`src/rtl/calc_op_scheduler.sv`:
```
// calc_op_scheduler: sequences the sqrt/mul/div units for one requester,
// with clear/launch pulses, a DONE timeout, and a VALID/ERR response held until RD_ACK.
module calc_op_scheduler #(
    parameter int W       = 16,
    parameter int TIMEOUT = 64,
    parameter int TW      = 7
) (
    input  logic         clk,
    input  logic         rst_n,
    input  logic         req,
    input  logic [1:0]   op,
    input  logic [W-1:0] opa,
    input  logic [W-1:0] opb,
    output logic         ack,
    output logic         busy,
    output logic [W-1:0] a_out,
    output logic [W-1:0] b_out,
    output logic [2:0]   unit_clr,
    output logic [2:0]   init_u,
    input  logic [2:0]   done_u,
    input  logic [W-1:0] res_sqrt,
    input  logic [W-1:0] res_mul,
    input  logic [W-1:0] res_div,
    output logic [W-1:0] result,
    output logic         valid,
    output logic         err,
    input  logic         rd_ack
);
    typedef enum logic [2:0] {IDLE, CLEAR, LAUNCH, WAIT, RESP} state_t;

    state_t        state_q, state_d;
    logic [1:0]    op_q, op_d;
    logic [W-1:0]  a_q, a_d, b_q, b_d, res_q, res_d;
    logic          err_q, err_d;
    logic [TW-1:0] cnt_q, cnt_d;
    logic [2:0]    sel;
    logic [W-1:0]  res_sel;

    assign sel     = op_q == 2'd0 ? 3'b001 : op_q == 2'd1 ? 3'b010 : op_q == 2'd2 ? 3'b100 : 3'b000;
    assign res_sel = op_q == 2'd0 ? res_sqrt : op_q == 2'd1 ? res_mul : res_div;

    always_comb begin
        state_d = state_q;
        op_d    = op_q;
        a_d     = a_q;
        b_d     = b_q;
        res_d   = res_q;
        err_d   = err_q;
        cnt_d   = cnt_q;
        unique case (state_q)
            IDLE: if (req) begin
                op_d = op;
                a_d  = opa;
                b_d  = opb;
                // Illegal opcode skips the units entirely and reports straight away
                if (&op) begin
                    state_d = RESP;
                    res_d   = '0;
                    err_d   = 1'b1;
                end else begin
                    state_d = CLEAR;
                end
            end
            CLEAR:  state_d = LAUNCH;
            LAUNCH: begin
                cnt_d   = '0;
                state_d = WAIT;
            end
            WAIT: if (|(done_u & sel)) begin
                res_d   = res_sel;
                err_d   = 1'b0;
                state_d = RESP;
            end else if (cnt_q == TW'(TIMEOUT - 1)) begin
                res_d   = '0;
                err_d   = 1'b1;
                state_d = RESP;
            end else begin
                cnt_d = cnt_q + TW'(1);
            end
            RESP: if (rd_ack) state_d = IDLE;
            default: state_d = IDLE;
        endcase
    end

    always_ff @(posedge clk or negedge rst_n) begin
        if (!rst_n) begin
            state_q <= IDLE;
            op_q    <= '0;
            a_q     <= '0;
            b_q     <= '0;
            res_q   <= '0;
            err_q   <= 1'b0;
            cnt_q   <= '0;
        end else begin
            state_q <= state_d;
            op_q    <= op_d;
            a_q     <= a_d;
            b_q     <= b_d;
            res_q   <= res_d;
            err_q   <= err_d;
            cnt_q   <= cnt_d;
        end
    end

    assign busy     = state_q != IDLE;
    assign ack      = state_q == CLEAR;
    assign unit_clr = ack ? sel : 3'b000;
    assign init_u   = state_q == LAUNCH ? sel : 3'b000;
    assign valid    = state_q == RESP;
    assign a_out    = a_q;
    assign b_out    = b_q;
    assign result   = res_q;
    assign err      = err_q;
endmodule

```
`config.mk`:
```
export PLATFORM = sky130hd
export DESIGN_NAME = calc_op_scheduler
export DESIGN_NICKNAME = d
export VERILOG_FILES = /design/src/rtl/calc_op_scheduler.sv
export SDC_FILE = /design/constraint.sdc
export NUM_CORES = 1
export LEC_CHECK = 0
export BUFFER_PORTS_ARGS = -buffer_cell sky130_fd_sc_hd__buf_2
export CAP_MARGIN = 5
export CELL_PAD_IN_SITES_DETAIL_PLACEMENT = 1
export CELL_PAD_IN_SITES_GLOBAL_PLACEMENT = 1
export CORE_MARGIN = 2
export CORE_UTILIZATION = 35
export CTS_BUF_LIST = sky130_fd_sc_hd__clkbuf_4 sky130_fd_sc_hd__clkbuf_8
export CTS_CLUSTER_DIAMETER = 100
export DETAILED_ROUTE_END_ITERATION = 16
export PLACE_DENSITY_LB_ADDON = 0.25
export SLEW_MARGIN = 20
export SYNTH_ARGS = -nofsm -noshare
export SYNTH_HDL_FRONTEND = slang
export SYNTH_SLANG_ARGS = --single-unit
```
`constraint.sdc`:
```
create_clock -name clk -period 1.9 [get_ports clk]
set_input_delay 0 -clock clk [delete_from_list [all_inputs] [get_ports clk]]
set_output_delay 0 -clock clk [all_outputs]
set_load 0.01 [all_outputs]
```
==> key figures <==
Floorplanning
  – Row Count: 32
  – Vert. Die Dim: 94.1 um
  – I/O Pins: 147
  – Core footprint: 0.00781 mm^2
  – Full die area: 0.00885 mm^2
  – Initial Util: 36.4%
  – Die span in x: 94.1 um

Synth
  – Synth area leader: dfrtp_1
  – Post-synthesis net count: 326
  – Post-synthesis mux area share: 19.5%
  – Yosys warning count: 0
  – Post-synth top cells: 61 x dfrtp_1, 34 x mux2_2, 23 x nand2_1
  – Top-area cell type share of the netlist area: 53.7%
  – Post-synth ARST share: 100%
  – Main synth FF type: dfrtp_1
  – Adder-Cell Fraction of Synth Area: 0.441%
  – Flop and latch count out of synthesis: 61
  – Largest family of logic cells by synthesized area: multiplexers
  – Synth Area in Compound Gates: 13.8%
  – Post-synth EDFFs: 0
  – Post-synthesis sequential area ratio: 53.7%
  – Simple-Gate Fraction of Synth Area: 8.55%
  – Area of the mapped netlist: 0.00284 mm^2
  – Most frequent cell after synthesis: dfrtp_1
  – Gate Count Post-Synth: 236
  – Post-Synth XOR/XNOR Area: 0%
  – Syn Area/Cell: 12.0 um^2
  – Dominant cells by area after synthesis: dfrtp_1 54%, mux2_2 13%, mux2i_1 6.0%, a22o_1 4.9%, nand2_1 3.0%
  – Distinct cells, synth: 39

Drt
  – Drc violations: 0
  – Starting DRT DRC Count: 30
  – Post-DR wirelength/cell: 18.0 um
  – Final ANT Viol Nets: 0
  – Final WL: 9.82 mm
  – DR pass1 iterations: 4
  – Vias per inst: 4.89
  – Vias after detailed routing: 2675

Worst setup path
  – Crit Path Max Fanout: 17
  – FF-to-FF setup slack: 0.09 ns
  – Crit. End Element: flop
  – CP Data Arrival Time: 2.03 ns
  – Worst R2R Path Depth: 6
  – Crit path launch type: flop
  – Kind of critical path: flop to flop
  – CP Data Required Time: 2.12 ns
  – FF-to-FF End: result[2]
  – Worst reg2reg startpoint: cnt_q[0]

CTS
  – Root buffer cell: clkbuf_8
  – Clk Latency, worst-skew pair: 0.34 ns
  – # clock sinks: 61
  – Deepest clock path buffer count: 2
  – # H-tree levels: 3
  – Num CTS Buffers: 9
  – CTS clk-pin slew, worst paths: 0.06 ns
  – CTS tree: done

Pwr
  – Max IR drop VDD: 629 uV
  – Pleak: 2.28 nW
  – Power Dens Cells: 1500 mW/mm^2
  – Overall Power: 6.75 mW

STA
  – Hold Fails Final Rpt: 0
  – Final period util: 95.3%
  – Max Clk Rate: 552 MHz
  – Max-slew violation count: 0
  – Worst Tran Pin Value: 0.591 ns
  – Post-route minimum period: 1.81 ns
  – Max_slew headroom: 60.6%
  – RSZ-0062 raised after global routing: false
  – Final setup margin: 0.0886 ns
  – Hold WS: 0.0202 ns
  – Final setup TNS: 0 ns
  – Final setup viols: 0
  – Final Skew: 0.00801 ns

Finish
  – Post-Layout Inst Area: 0.00449 mm^2
  – Nets@finish: 531
  – Final cell count without fillers: 547
  – Core Util, Final: 57.5%
  – Share of post-route cells with drive strength above 1: 48.1%
  – Filler instances: 842
  – P&R area growth vs syn: 58.0%
  – ANT cells: 0

Min path
  – Worst hold path class: primary input to flop
  – Worst Hold Depth: 4
  – Hold Path End: result[13]
  – Worst hold start: res_div[13]

Placement
  – Final Wtd Congestion: 0.805
  – Post-DP HPWL: 6.14 mm
  – DP Area: 0.00372 mm^2
  – IO Port Bufs: 146
  – Dpl cells: 480
  – Setup Slack @ Placement: 0.0156 ns

Global route
  – Vias in the first global route: 2871
  – Largest net degree at the start of global routing: 38
  – First-pass GRT wire length: 15.1 mm
  – Overall routing resource usage: 22.7%
  – Overflow after GRT: 0
  – Antenna violations before repair: 0

Outcome
  – Status: complete, no violations

Job
  – Max_cap viols: 0
==> final cells by class <==
class,instances,area [um^2],share of cell area [%]
Clock buffer,11,151,3.37
Clock inverter,4,95.1,2.12
Inverter,6,22.5,0.502
Multi-Input combinational cell,154,1200,26.8
Sequential cell,61,1530,34.0
Tap cell,102,128,2.84
Timing Repair Buffer,209,1360,30.4
==> placed cells by master (no fill, tap or decap), types with 2 or more instances in the layout <==
| cell type | synthesis | final |
|---|---|---|
| buf_2 | 9 | 146 |
| dfrtp_1 | 61 | 61 |
| dlygate4sd3_1 | 0 | 49 |
| mux2_2 | 34 | 34 |
| nand2_1 | 23 | 23 |
| mux2i_1 | 17 | 17 |
| o21ai_0 | 17 | 17 |
| a22o_1 | 16 | 16 |
| clkbuf_8 | 0 | 11 |
| buf_4 | 0 | 11 |
| inv_1 | 6 | 6 |
| nor2_1 | 6 | 6 |
| nor3_1 | 4 | 4 |
| nand3_1 | 3 | 3 |
| bufinv_16 | 0 | 3 |
| buf_12 | 0 | 3 |
| nand3b_1 | 2 | 2 |
| nand2b_1 | 2 | 2 |
| a21o_1 | 2 | 2 |
| o21ai_1 | 2 | 2 |
| and2_1 | 2 | 2 |
| a31oi_1 | 2 | 2 |
| o31ai_1 | 2 | 2 |
| o22a_1 | 2 | 2 |
==> layer usage <==
layer / global-route usage (%) / share of wire [%]
met3: 6.26 / 7.9
met1: 26.2 / 41
met5: 0 / 0
met4: 9.42 / 1.7
met2: 39.3 / 49
==> repair_timing <==
item / in CTS / in global routing
resized for setup: 0 / 0
hold buffers: 49 / 0
pin swaps: 1 / 1
hold endpoints to repair: 72 / 0
setup buffers: 2 / 1
endpoints found under the setup margin: 4 / 10
==> flip-flops by register name, indices dropped and copies added (netlist names) <==
register,count
a_out,16
b_out,16
result,16
cnt_q,7
state_q,3
op_q,2
err,1
==> cells by family (layout without fill, tap and decap cells) <==
family          count (synthesis)  in the layout
flops                          61             61
compound gates                 52             52
mux                            51             51
simple gates                   50             50
buf+inv                        21            230
fa+ha+maj                       1              1
==> worst max-delay path by stage <==
| stage | endpoint | startpoint | depth (start not counted) |
|---|---|---|---|
| 2_1_floorplan | result[10] | cnt_q[0] | 6 |
| 4_1_cts | result[2] | cnt_q[0] | 5 |
| 6_report | result[2] | cnt_q[0] | 6 |
| 3_5_place_dp | result[9] | cnt_q[0] | 5 |
| 3_3_place_gp | result[6] | cnt_q[0] | 5 |
| 5_1_grt | result[11] | cnt_q[0] | 6 |
==> where the power goes <==
group | total, mW | internal [mW] | switching (mW)
registers | 2.22 | 1.86 | 0.369
logic | 3.10 | 1.51 | 1.59
clock network | 1.43 | 0.934 | 0.492
==> worst max-delay path, stage by stage (launching register included) <==
cell      delay [ns]
dfrtp_1         0.39
ha_1            0.25
nand3_2         0.13
o31ai_4         0.38
o211ai_4        0.13
buf_12          0.17
a22o_1          0.23
Note: power is estimated with default switching activity, not from simulation.
